### src/rtl/sram_cmd_sequencer.sv
// AVR-side SRAM command sequencer: owns the SRAM address register and runs
// timed read/write strobe sequences with address auto-increment.
module sram_cmd_sequencer #(
    parameter int unsigned ADDR_WIDTH = 21,
    parameter int unsigned DATA_WIDTH = 8,
    parameter int unsigned WE_CYCLES  = 2,
    parameter int unsigned OE_CYCLES  = 2
) (
    input  logic                  clk_i,
    input  logic                  reset_n_i,
    input  logic                  cmd_valid_i,
    input  logic [2:0]            cmd_code_i,
    output logic                  cmd_ready_o,
    input  logic                  si_i,
    input  logic [DATA_WIDTH-1:0] wr_data_i,
    output logic [DATA_WIDTH-1:0] rd_data_o,
    output logic                  rd_valid_o,
    output logic                  cmd_err_o,
    output logic                  snes_mode_o,
    output logic [ADDR_WIDTH-1:0] sram_addr_o,
    output logic [DATA_WIDTH-1:0] sram_dout_o,
    output logic                  sram_dout_en_o,
    input  logic [DATA_WIDTH-1:0] sram_din_i,
    output logic                  sram_ce_n_o,
    output logic                  sram_oe_n_o,
    output logic                  sram_we_n_o
);

    localparam int unsigned MAX_CYC = (WE_CYCLES > OE_CYCLES) ? WE_CYCLES : OE_CYCLES;
    localparam int unsigned CNT_W   = (MAX_CYC > 1) ? $clog2(MAX_CYC) : 1;

    localparam logic [2:0] OP_SHIFT_ADDR = 3'd1;
    localparam logic [2:0] OP_CLR_ADDR   = 3'd2;
    localparam logic [2:0] OP_READ       = 3'd3;
    localparam logic [2:0] OP_WRITE      = 3'd4;
    localparam logic [2:0] OP_INC_ADDR   = 3'd5;
    localparam logic [2:0] OP_SET_SNES   = 3'd6;
    localparam logic [2:0] OP_CLR_SNES   = 3'd7;

    typedef enum logic [2:0] {
        IDLE,
        WR_SETUP,
        WR_PULSE,
        WR_HOLD,
        RD_PULSE,
        RD_CAPTURE
    } state_e;

    state_e                  state_q;
    logic [CNT_W-1:0]        cnt_q;
    logic [ADDR_WIDTH-1:0]   addr_q;
    logic [DATA_WIDTH-1:0]   rd_data_q;
    logic [DATA_WIDTH-1:0]   dout_q;
    logic                    ready_q;
    logic                    rd_valid_q;
    logic                    cmd_err_q;
    logic                    snes_q;
    logic                    ce_n_q;
    logic                    oe_n_q;
    logic                    we_n_q;
    logic                    dout_en_q;

    // Counter holds remaining pulse clocks minus one; reloaded on pulse-state entry.
    always_ff @(posedge clk_i or negedge reset_n_i) begin
        if (!reset_n_i) begin
            state_q    <= IDLE;
            cnt_q      <= '0;
            addr_q     <= '0;
            rd_data_q  <= '0;
            dout_q     <= '0;
            ready_q    <= 1'b1;
            rd_valid_q <= 1'b0;
            cmd_err_q  <= 1'b0;
            snes_q     <= 1'b0;
            ce_n_q     <= 1'b1;
            oe_n_q     <= 1'b1;
            we_n_q     <= 1'b1;
            dout_en_q  <= 1'b0;
        end else begin
            rd_valid_q <= 1'b0;
            cmd_err_q  <= 1'b0;
            case (state_q)
                IDLE: begin
                    if (cmd_valid_i) begin
                        case (cmd_code_i)
                            OP_SHIFT_ADDR: addr_q <= {addr_q[ADDR_WIDTH-2:0], si_i};
                            OP_CLR_ADDR:   addr_q <= '0;
                            OP_INC_ADDR:   addr_q <= addr_q + ADDR_WIDTH'(1);
                            OP_SET_SNES:   snes_q <= 1'b1;
                            OP_CLR_SNES:   snes_q <= 1'b0;
                            OP_READ: begin
                                if (snes_q) begin
                                    cmd_err_q <= 1'b1;
                                end else begin
                                    state_q   <= RD_PULSE;
                                    cnt_q     <= CNT_W'(OE_CYCLES - 1);
                                    ce_n_q    <= 1'b0;
                                    oe_n_q    <= 1'b0;
                                    dout_en_q <= 1'b0;
                                    ready_q   <= 1'b0;
                                end
                            end
                            OP_WRITE: begin
                                if (snes_q) begin
                                    cmd_err_q <= 1'b1;
                                end else begin
                                    state_q   <= WR_SETUP;
                                    dout_q    <= wr_data_i;
                                    ce_n_q    <= 1'b0;
                                    dout_en_q <= 1'b1;
                                    ready_q   <= 1'b0;
                                end
                            end
                            default: ;
                        endcase
                    end
                end
                WR_SETUP: begin
                    state_q <= WR_PULSE;
                    cnt_q   <= CNT_W'(WE_CYCLES - 1);
                    we_n_q  <= 1'b0;
                end
                WR_PULSE: begin
                    if (cnt_q == '0) begin
                        state_q <= WR_HOLD;
                        we_n_q  <= 1'b1;
                    end else begin
                        cnt_q <= cnt_q - CNT_W'(1);
                    end
                end
                WR_HOLD: begin
                    state_q   <= IDLE;
                    ce_n_q    <= 1'b1;
                    dout_en_q <= 1'b0;
                    addr_q    <= addr_q + ADDR_WIDTH'(1);
                    ready_q   <= 1'b1;
                end
                RD_PULSE: begin
                    if (cnt_q == '0) begin
                        state_q    <= RD_CAPTURE;
                        rd_data_q  <= sram_din_i;
                        rd_valid_q <= 1'b1;
                        oe_n_q     <= 1'b1;
                        ce_n_q     <= 1'b1;
                    end else begin
                        cnt_q <= cnt_q - CNT_W'(1);
                    end
                end
                RD_CAPTURE: begin
                    state_q <= IDLE;
                    addr_q  <= addr_q + ADDR_WIDTH'(1);
                    ready_q <= 1'b1;
                end
                default: begin
                    state_q <= IDLE;
                    ready_q <= 1'b1;
                end
            endcase
        end
    end

    assign cmd_ready_o    = ready_q;
    assign rd_data_o      = rd_data_q;
    assign rd_valid_o     = rd_valid_q;
    assign cmd_err_o      = cmd_err_q;
    assign snes_mode_o    = snes_q;
    assign sram_addr_o    = addr_q;
    assign sram_dout_o    = dout_q;
    assign sram_dout_en_o = dout_en_q;
    assign sram_ce_n_o    = ce_n_q;
    assign sram_oe_n_o    = oe_n_q;
    assign sram_we_n_o    = we_n_q;

endmodule

### config.mk
export PLATFORM = sky130hd
export DESIGN_NAME = sram_cmd_sequencer
export DESIGN_NICKNAME = d
export VERILOG_FILES = /design/src/rtl/sram_cmd_sequencer.sv
export SDC_FILE = /design/constraint.sdc
export NUM_CORES = 1
export LEC_CHECK = 0
export BUFFER_PORTS_ARGS = -buffer_cell sky130_fd_sc_hd__clkbuf_2
export CAP_MARGIN = 20
export CORE_AREA = 2 2 91 93
export DETAILED_ROUTE_END_ITERATION = 10
export DIE_AREA = 0 0 93 95
export GPL_ROUTABILITY_DRIVEN = 0
export PLACE_DENSITY_LB_ADDON = 0.1
export SYNTH_ARGS = -nofsm -noshare
export SYNTH_HDL_FRONTEND = slang
export SYNTH_SLANG_ARGS = --single-unit
### constraint.sdc
create_clock -name clk_i -period 2 [get_ports clk_i]
set_input_delay 0.3 -clock clk_i [delete_from_list [all_inputs] [get_ports clk_i]]
set_output_delay 0.3 -clock clk_i [all_outputs]
set_load 0.05 [all_outputs]
==> flow_summary.yaml, run 1 <==
run_status:
  status: "completed"
power_and_ir_drop:
  power_frac_seq_pct: 30.2
  p_int_mw: 2.79
  p_leak_nw: 1.57
  switching_share_pct: 54.6
  power.total_mw: 6.14
  p_sw_mw: 3.36
  p_clk_share_pct: 10.4
  p_per_area_nw_per_um2: 1810
  vdd_ir_drop_max_mv: 0.836
  p_comb_share_pct: 59.4
timing:
  drv_slew: 0
  worstMarginPinSlew_ns: 0.700
  finalCritPeriodShare_pct: 96.2
  finalHoldViolCount: 0
  setup_viol_count_final: 0
  setup_slack_ns: 0.0762
  fmax_mhz: 520
  fin_worst_skew_ns: 0.00761
  whs_ns: 0.194
  fin_crit_ns: 1.92
  slew_headroom_pct: 53.3
  rsz0062_at_grt: "no"
floorplanning:
  placementRows: 33
  die_w_um: 93
  io_pins: 68
  dieArea_um2: 8840
  initial_core_util_pct: 34.1
  die_h_um: 95
  core_um2: 7930
global_route:
  grt_max_degree: 29
  antenna_found_initial: 0
  grt_pass1_vias: 2276
  grt_pass1_wl_um: 11100
  gr-usage-all-layers_pct: 15.6
  overflow: 0
synth:
  synth_top_area_share_pct: 41.6
  synth_seq_cells: 49
  syn_area_um2: 2700
  synth_nets: 291
  synth_cell_types: 69
  synth_area_leaders: "dfrtp_1 (42%), mux2_2 (6.2%), o21ai_0 (4.8%), dfstp_2 (3.9%), a21oi_1 (3.7%)"
  yosys.area.top_type: "dfrtp_1"
  synth_edf_count: 0
  ys.flop_type: "dfrtp_1"
  async_flop_share_pct: 100
  ys_warn_count: 0
  synthCells: 267
  ys_seq_area_share_pct: 45.5
  avgSynthCellArea_um2: 10.1
drt:
  routed_wirelength_um: 6740
  drc: 0
  wl_per_cell_um: 14.8
  vias: 2381
  drtIter0Drc: 117
  ant_nets: 0
  first_pass_iters: 7
  viasPerCell: 5.22
placed_design:
  io_buffers: 67
  dp_cells: 445
  dpl_cell_area_um2: 3240
  place_hpwl_um: 4620
  dpl_worst_slack_ns: -0.214
worst_setup_path:
  path_class: "reg -> reg"
  cpPeakStageDelay_ns: 0.46
  critPathBufInv: 0
  crit_path_top_delay_cell: "dfrtp_2"
  path_cells: "ha_1 -> nand3_2 -> nor4_4 -> a31oi_1 -> a311oi_1 -> nor2_1"
  critPathTopFamily: "simple AND/OR/NAND/NOR gates"
  cp.arrival_ns: 2.12
  required_ns: 2.20
  crit_path_end_kind: "register"
  start_kind: "register"
  crit_fanout: 8
clock_tree:
  cts_tree: "yes"
  clock_path_buffers: 2
  cts_max_level: 2
  cts_buffers: 5
  cts-root-buf: "clkbuf_8"
  numClockSinks: 49
  clock_latency_ns: 0.31
  clk_pin_slew_ns: 0.11
layout:
  mostFrequentLayoutCells: "clkbuf_2 (67), dfrtp_1 (43), o21ai_0 (26), nor2_1 (26), a21oi_1 (20)"
  drive_gt1_share_pct: 40.5
  diodes: 0
  final_cells: 456
  layout_commonest_cell: "clkbuf_2"
  layout.nets: 374
  areaGrowthSynthToFinish_pct: 25.6
  stdcell_area_um2: 3400
worst_hold_path:
  min_path_type: "in -> reg"
run:
  cap_violations: 0
==> per-layer routing <==
layer  global-route usage (%)  vias to the layer above  routed length, um
met5                        0                        -                  0
met4                     3.55                        0                 44
met3                     3.67                        4                416
met2                     26.6                       80               3290
li1                         -                     1144                  -
met1                     20.1                     1153               3000
==> state kept, by name (all words and copies together), names as in the netlist <==
register and cells:
sram_addr_o 21, rd_data_o 8, sram_dout_o 8, state_q 3, cmd_err_o 1, cmd_ready_o 1
cnt_q 1, rd_valid_o 1, snes_mode_o 1, sram_ce_n_o 1, sram_dout_en_o 1, sram_oe_n_o 1
sram_we_n_o 1
==> stage by stage <==
| stage | TNS, ns | util, % |
|---|---|---|
| after floorplan | 0 | - |
| after global placement | -0.204 | 40.9 |
| after detailed placement | -0.403 | 40.9 |
| after CTS | 0 | 42.4 |
| after global routing | 0 | 42.9 |
| final | 0 | 42.9 |
==> final cells by class <==
type / instances / area [um^2]
fill: 822 / 4530
multi-input combinational: 195 / 1370
sequential: 49 / 1230
timing repair buffer: 89 / 528
tap: 105 / 131
clock buffer: 5 / 68.8
inverter: 10 / 37.5
clock inverter: 3 / 26.3
==> path summary, 6_finish.rpt <==
| path | endpoint | from | cells past startpoint | slack (ns) |
|---|---|---|---|---|
| min | sram_dout_o[5] | wr_data_i[5] | 2 | 0.19 |
| min in group asynchronous | sram_dout_o[0] | reset_n_i | 2 | 0.50 |
| min reg2reg | sram_oe_n_o | sram_oe_n_o | 2 | 0.50 |
| max | sram_addr_o[16] | sram_addr_o[0] | 6 | 0.08 |
| max reg2reg | sram_addr_o[16] | sram_addr_o[0] | 6 | 0.08 |
| max in group asynchronous | cmd_ready_o | reset_n_i | 3 | 0.79 |
==> worst register-to-register path, cell delays in order (launching register included) <==
cell      delay, ns
dfrtp_2        0.46
ha_1           0.25
nand3_2        0.18
nor4_4         0.40
a31oi_1        0.16
a311oi_1       0.29
nor2_1         0.07
==> power groups by stage <==
| stage | clock [mW] | combinational, mW | sequential, mW |
|---|---|---|---|
| 2_1_floorplan | 0 | 1.56 | 3.07 |
| 3_3_place_gp | 0 | 3.59 | 1.86 |
| 3_5_place_dp | 0 | 3.60 | 1.87 |
| 4_1_cts | 0.672 | 3.62 | 1.86 |
| 5_1_grt | 0.710 | 3.94 | 1.93 |
| 6_report | 0.639 | 3.65 | 1.85 |
==> logic make-up (layout without fill, tap and decap cells) <==
group	Yosys count	in the layout	synth area share [%]
multiplexers	17	17	7.03
XOR/XNOR	2	2	1.34
buffers and inverters	24	107	5.41
AO/OA/AOI/OAI	84	85	20.7
adder cells (fa/ha/maj)	2	2	0.833
AND/OR/NAND/NOR	89	89	19.1
flip-flops	49	49	45.5
==> synth_stat cells, drive strengths merged, types with 2 or more instances <==
cell type,count
a22o,2
o22ai,2
a31oi,3
nand2b,2
or3b,2
a21o,2
dfstp,4
or2,3
nand3,5
buf,13
o31ai,2
o211ai,3
a21oi,22
inv,10
nor2,27
nand4,2
a311oi,2
nor4b,2
nor4,5
o2bb2ai,3
nor3b,3
dfrtp,45
mux2,16
and3,4
a32oi,4
nor3,9
o21ai,27
nand2,20
a221oi,2
==> what timing repair did <==
action	CTS	global route
hold endpoints to repair	15	0
resized for setup	2	3
buffers inserted	0	1
endpoints found under the setup margin	10	7
pin swaps	0	1
gates cloned	0	1
hold buffers	1	0
(Power assumes the default switching activity.)
==> run 2, diff against run 1 <==
--- a/config.mk
+++ b/config.mk
@@ -7,9 +7,9 @@
 export LEC_CHECK = 0
 export BUFFER_PORTS_ARGS = -buffer_cell sky130_fd_sc_hd__clkbuf_2
 export CAP_MARGIN = 20
-export CORE_AREA = 2 2 91 93
+export CORE_AREA = 2 2 117 74
 export DETAILED_ROUTE_END_ITERATION = 10
-export DIE_AREA = 0 0 93 95
+export DIE_AREA = 0 0 119 76
 export GPL_ROUTABILITY_DRIVEN = 0
 export PLACE_DENSITY_LB_ADDON = 0.1
 export SYNTH_ARGS = -nofsm -noshare
==> run 2 against run 1 <==
Against the previous run: non-clock buffer count grew 2; cell count grew 1.8%; critical path depth shrank 1; combinational power grew 3%; via count shrank 0.34%; sequential share of layout area shrank 0.90 points; utilization grew 0.15 points.
==> flow_summary.yaml, run 2 (synthesized netlist as in run 1, its figures left out) <==
run_status:
  status: "completed"
layout:
  largest_register_ffs: 21
  drive_gt1_share_pct: 40.6
  diodes: 0
  stdcell_area_um2: 3480
  regArea_um2: 1230
  multiInputGateArea_um2: 1350
  areaGrowthSynthToFinish_pct: 28.8
  mostFrequentLayoutCells: "clkbuf_2 (67), dfrtp_1 (43), o21ai_0 (26), nor2_1 (26), a21oi_1 (20)"
  final.fill_count: 792
  layout_commonest_cell: "clkbuf_2"
  layout.nets: 375
worst_setup_path:
  crit_path_end_kind: "register"
  cp.arrival_ns: 2.11
  timing.rr.start: "state_q[1]"
  start_kind: "register"
  path_class: "reg -> reg"
  cp-startpoint: "state_q[1]"
  required_ns: 2.19
  crit_fanout: 7
drt:
  viasPerCell: 5.11
  ant_nets: 0
  routed_wirelength_um: 7050
  vias: 2373
  first_pass_iters: 4
  drc: 0
  drtIter0Drc: 142
  wl_per_cell_um: 15.2
timing:
  rsz0062_at_grt: "yes"
  drv_slew: 0
  fin_crit_ns: 1.92
  slew_headroom_pct: 59.1
  worstMarginPinSlew_ns: 0.612
  fmax_mhz: 519
  final.setup.tns_ns: 0
  whs_ns: 0.219
  fin_worst_skew_ns: 0.00466
  setup_viol_count_final: 0
  finalCritPeriodShare_pct: 96.2
  finalHoldViolCount: 0
floorplanning:
  dieArea_um2: 9040
  initial_core_util_pct: 33.4
  core_um2: 8100
  io_pins: 68
  placementRows: 26
  die_h_um: 76
  die_w_um: 119
global_route:
  use_met3_pct: 4.27
  busiest_layer: "met1"
  grt_pass1_wl_um: 11700
  overflow: 0
  grt_pass1_vias: 2243
  gr-usage-met2_pct: 20.6
  grt_use_met1_pct: 26.1
  gr-usage-all-layers_pct: 16.1
  grt_max_degree: 43
  antenna_found_initial: 0
worst_hold_path:
  hold_start: "wr_data_i[5]"
  min_path_type: "in -> reg"
clock_tree:
  cts-root-buf: "clkbuf_16"
  clock_latency_ns: 0.30
  clock_path_buffers: 2
  cts_tree: "yes"
  numClockSinks: 49
  cts_buffers: 5
  clk_pin_slew_ns: 0.07
  cts_max_level: 2
power_and_ir_drop:
  vdd_ir_drop_max_mv: 0.883
  p_per_area_nw_per_um2: 1860
  p_leak_nw: 1.60
run:
  cap_violations: 0
placed_design:
  place_hpwl_um: 4890
  dpl_cell_area_um2: 3280
  io_buffers: 67
==> run 2: changes by cell type in the layout (fill, tap and decap cells not counted), sizes merged <==
| cell | change |
|---|---|
| buf | +2 |
| inv | -1 |
| clkinv | +1 |
| a21oi | -1 |
==> run 2: critical path, stage by stage, from the launching register on <==
cell and delay [ns]:
dfrtp_1 0.46, buf_4 0.20, or2_1 0.35, a311oi_1 0.53
nor2_1 0.08, o21ba_2 0.21
==> run 2: what timing repair did <==
action                                 CTS  global route
endpoints found under the hold margin    7             0
hold buffers                             1             0
setup endpoints to repair                6             5
gates resized for setup                  1             3
setup buffers                            0             2
pin swaps                                0             2
==> run 2: where the power goes <==
group	total, mW	internal (mW)	switching, mW
clock network	0.900	0.480	0.420
registers	1.84	1.43	0.410
logic	3.76	1.18	2.58
total	6.50	3.08	3.41
==> run 2: final timing paths <==
| path | end | slack, ns | cells past startpoint |
|---|---|---|---|
| setup / recovery | state_q[2] | 0.08 | 5 |
| hold / removal | sram_dout_o[5] | 0.22 | 2 |
| setup reg to reg | state_q[2] | 0.08 | 5 |
| hold reg to reg | sram_oe_n_o | 0.49 | 2 |
| max in group asynchronous | sram_oe_n_o | 1.04 | 3 |
| min in group asynchronous | rd_data_o[2] | 0.40 | 2 |
==> run 2: area by class of cell <==
cell class,instances,area share (%)
Clock inverter,3,0.826
Sequential cell,49,35.4
Tap cell,112,4.02
Timing Repair Buffer,91,16.3
Clock buffer,5,3.59
Multi-Input combinational cell,194,38.8
Inverter,10,1.08
==> run 2: metrics by stage <==
stage | total power [mW] | setup WS [ns] | util [%] | std cells
after detailed placement | 5.56 | -0.126 | 40.5 | 453
after global routing | 6.94 | -0.00542 | 43.0 | 464
final | 6.50 | 0.0751 | 43.0 | 464
after floorplan | 4.63 | 0.0943 | - | 267
after global placement | 5.55 | -0.0968 | 40.5 | 453
after CTS | 6.50 | 0.00948 | 42.6 | 462
==> run 2: per-layer routing <==
metal / routed length (um) / vias to the layer above
li1: - / 1148
met1: 3750 / 1149
met2: 2780 / 72
met3: 473 / 4
met4: 46 / 0
met5: 0 / -
==> run 3, diff against run 2 <==
--- a/config.mk
+++ b/config.mk
@@ -11,6 +11,7 @@
 export DETAILED_ROUTE_END_ITERATION = 10
 export DIE_AREA = 0 0 119 76
 export GPL_ROUTABILITY_DRIVEN = 0
+export GPL_TIMING_DRIVEN = 0
 export PLACE_DENSITY_LB_ADDON = 0.1
 export SYNTH_ARGS = -nofsm -noshare
 export SYNTH_HDL_FRONTEND = slang
==> run 3 against run 2 <==
Against the previous run: clock-buffer cell count unchanged; clock skew increased by 0.0011 ns; setup slack gained 0.055 ns; combinational power about the same; largest cell class unchanged; largest power group unchanged; highest routed layer unchanged.
==> flow_summary.yaml, run 3 (synthesized netlist as in run 1, its figures left out) <==
timing:
  rsz0062_at_grt: "no"
  whs_ns: 0.216
  final.setup.tns_ns: 0
  fin_crit_ns: 1.87
  setup_slack_ns: 0.130
  fmax_mhz: 535
  slew_headroom_pct: 67.2
  setup_viol_count_final: 0
  drv_slew: 0
  fin_worst_skew_ns: 0.00573
  worstMarginPinSlew_ns: 0.489
  finalHoldViolCount: 0
  finalCritPeriodShare_pct: 93.5
layout:
  drive_gt1_share_pct: 39.2
  diodes: 0
  fin_util_pct: 42.7
  mostFrequentLayoutCells: "clkbuf_2 (67), dfrtp_1 (43), o21ai_0 (26), nor2_1 (26), a21oi_1 (20)"
  areaGrowthSynthToFinish_pct: 27.9
  layout_commonest_cell: "clkbuf_2"
  layout.nets: 370
  largest_register_ffs: 21
  final_cells: 459
  stdcell_area_um2: 3460
global_route:
  antenna_found_initial: 0
  grt_pass1_wl_um: 12700
  grt_max_degree: 33
  grt_pass1_vias: 2317
  overflow: 0
  gr-usage-all-layers_pct: 17.8
worst_setup_path:
  path_class: "reg -> reg"
  cpPeakStageDelay_ns: 0.40
  path_cells: "buf_6 -> clkbuf_1 -> a21o_2 -> buf_4 -> o21ai_0 -> a221oi_2"
  cp.arrival_ns: 2.08
  start_kind: "register"
  required_ns: 2.21
  crit_fanout: 10
  crit_path_end_kind: "register"
  crit_path_top_delay_cell: "clkbuf_1"
clock_tree:
  cts-root-buf: "clkbuf_16"
  cts_tree: "yes"
  cts_max_level: 2
  clock_path_buffers: 2
  numClockSinks: 49
  cts_buffers: 5
  clock_latency_ns: 0.30
  clk_pin_slew_ns: 0.07
power_and_ir_drop:
  vdd_ir_drop_max_mv: 0.726
  p_leak_nw: 1.58
  power_frac_seq_pct: 27.8
  p_int_mw: 3.13
  switching_share_pct: 52.6
  p_clk_share_pct: 15.1
  p_comb_share_pct: 57.0
  p_per_area_nw_per_um2: 1910
  power.total_mw: 6.61
  p_sw_mw: 3.48
run:
  cap_violations: 0
floorplanning:
  placementRows: 26
  dieArea_um2: 9040
  die_h_um: 76
  initial_core_util_pct: 33.4
  io_pins: 68
  core_um2: 8100
  die_w_um: 119
drt:
  routed_wirelength_um: 7430
  vias: 2396
  drc: 0
  wl_per_cell_um: 16.2
  viasPerCell: 5.22
  drtIter0Drc: 142
  first_pass_iters: 4
  ant_nets: 0
worst_hold_path:
  min_path_type: "in -> reg"
placed_design:
  dp_cells: 447
  io_buffers: 67
  place_hpwl_um: 5370
  dpl_worst_slack_ns: -0.0259
  dpl_cell_area_um2: 3200
run_status:
  status: "completed"
==> run 3: changes by cell type in the layout (fill, tap and decap cells not counted), moves of 2 or more <==
cell | before | now
buf_12 | 4 | 1
buf_2 | 0 | 2
buf_4 | 19 | 8
buf_6 | 0 | 5
==> run 3: timing repair <==
action	in CTS	in global routing
endpoints found under the hold margin	17	0
pin swaps	0	4
hold buffers	1	0
setup buffers	0	3
resized for setup	0	9
setup endpoints to repair	2	6
==> run 3: power by group through the flow <==
stage                     clock network (mW)  registers, mW  logic (mW)
after floorplan                            0           3.07        1.56
after global placement                     0           1.83        3.70
after detailed placement                   0           1.84        3.71
after CTS                               1.03           1.83        3.72
after global routing                    1.07           1.92        4.06
final                                   1.00           1.84        3.77
==> run 3: worst max-delay path: cells and delay by family (launching register included) <==
family | cells | cell delay, ns
AOI/OAI and AO/OA | 3 | 0.69
buffers and inverters | 3 | 0.75
DFF | 1 | 0.34
==> run 3: layer usage <==
metal,share of wire (%),wire (um),GRT usage [%],vias to the layer above
met5,0,0,0,-
met4,1.6,117,5.83,0
met3,8.1,599,5.01,10
met2,37,2790,22.6,90
met1,53,3930,28.3,1152
li1,-,-,-,1144
==> run 3: worst paths after layout <==
kind / startpoint / endpoint / slack [ns] / cells past startpoint
worst max-delay path: state_q[0] / sram_addr_o[9] / 0.13 / 6
worst min-delay path: wr_data_i[5] / sram_dout_o[5] / 0.22 / 2
worst max register to register: state_q[0] / sram_addr_o[9] / 0.13 / 6
worst min register to register: sram_oe_n_o / sram_oe_n_o / 0.48 / 2
max in group asynchronous: reset_n_i / sram_oe_n_o / 0.90 / 3
min in group asynchronous: reset_n_i / sram_dout_o[1] / 0.49 / 2
==> run 3: final cells by class <==
| class | instances | area (um^2) |
|---|---|---|
| multi-input combinational | 194 | 1380 |
| fill | 810 | 4640 |
| tap | 112 | 140 |
| sequential | 49 | 1230 |
| clock inverter | 3 | 46.3 |
| clock buffer | 5 | 125 |
| timing repair buffer | 72 | 388 |
| buffer | 14 | 111 |
| inverter | 10 | 37.5 |
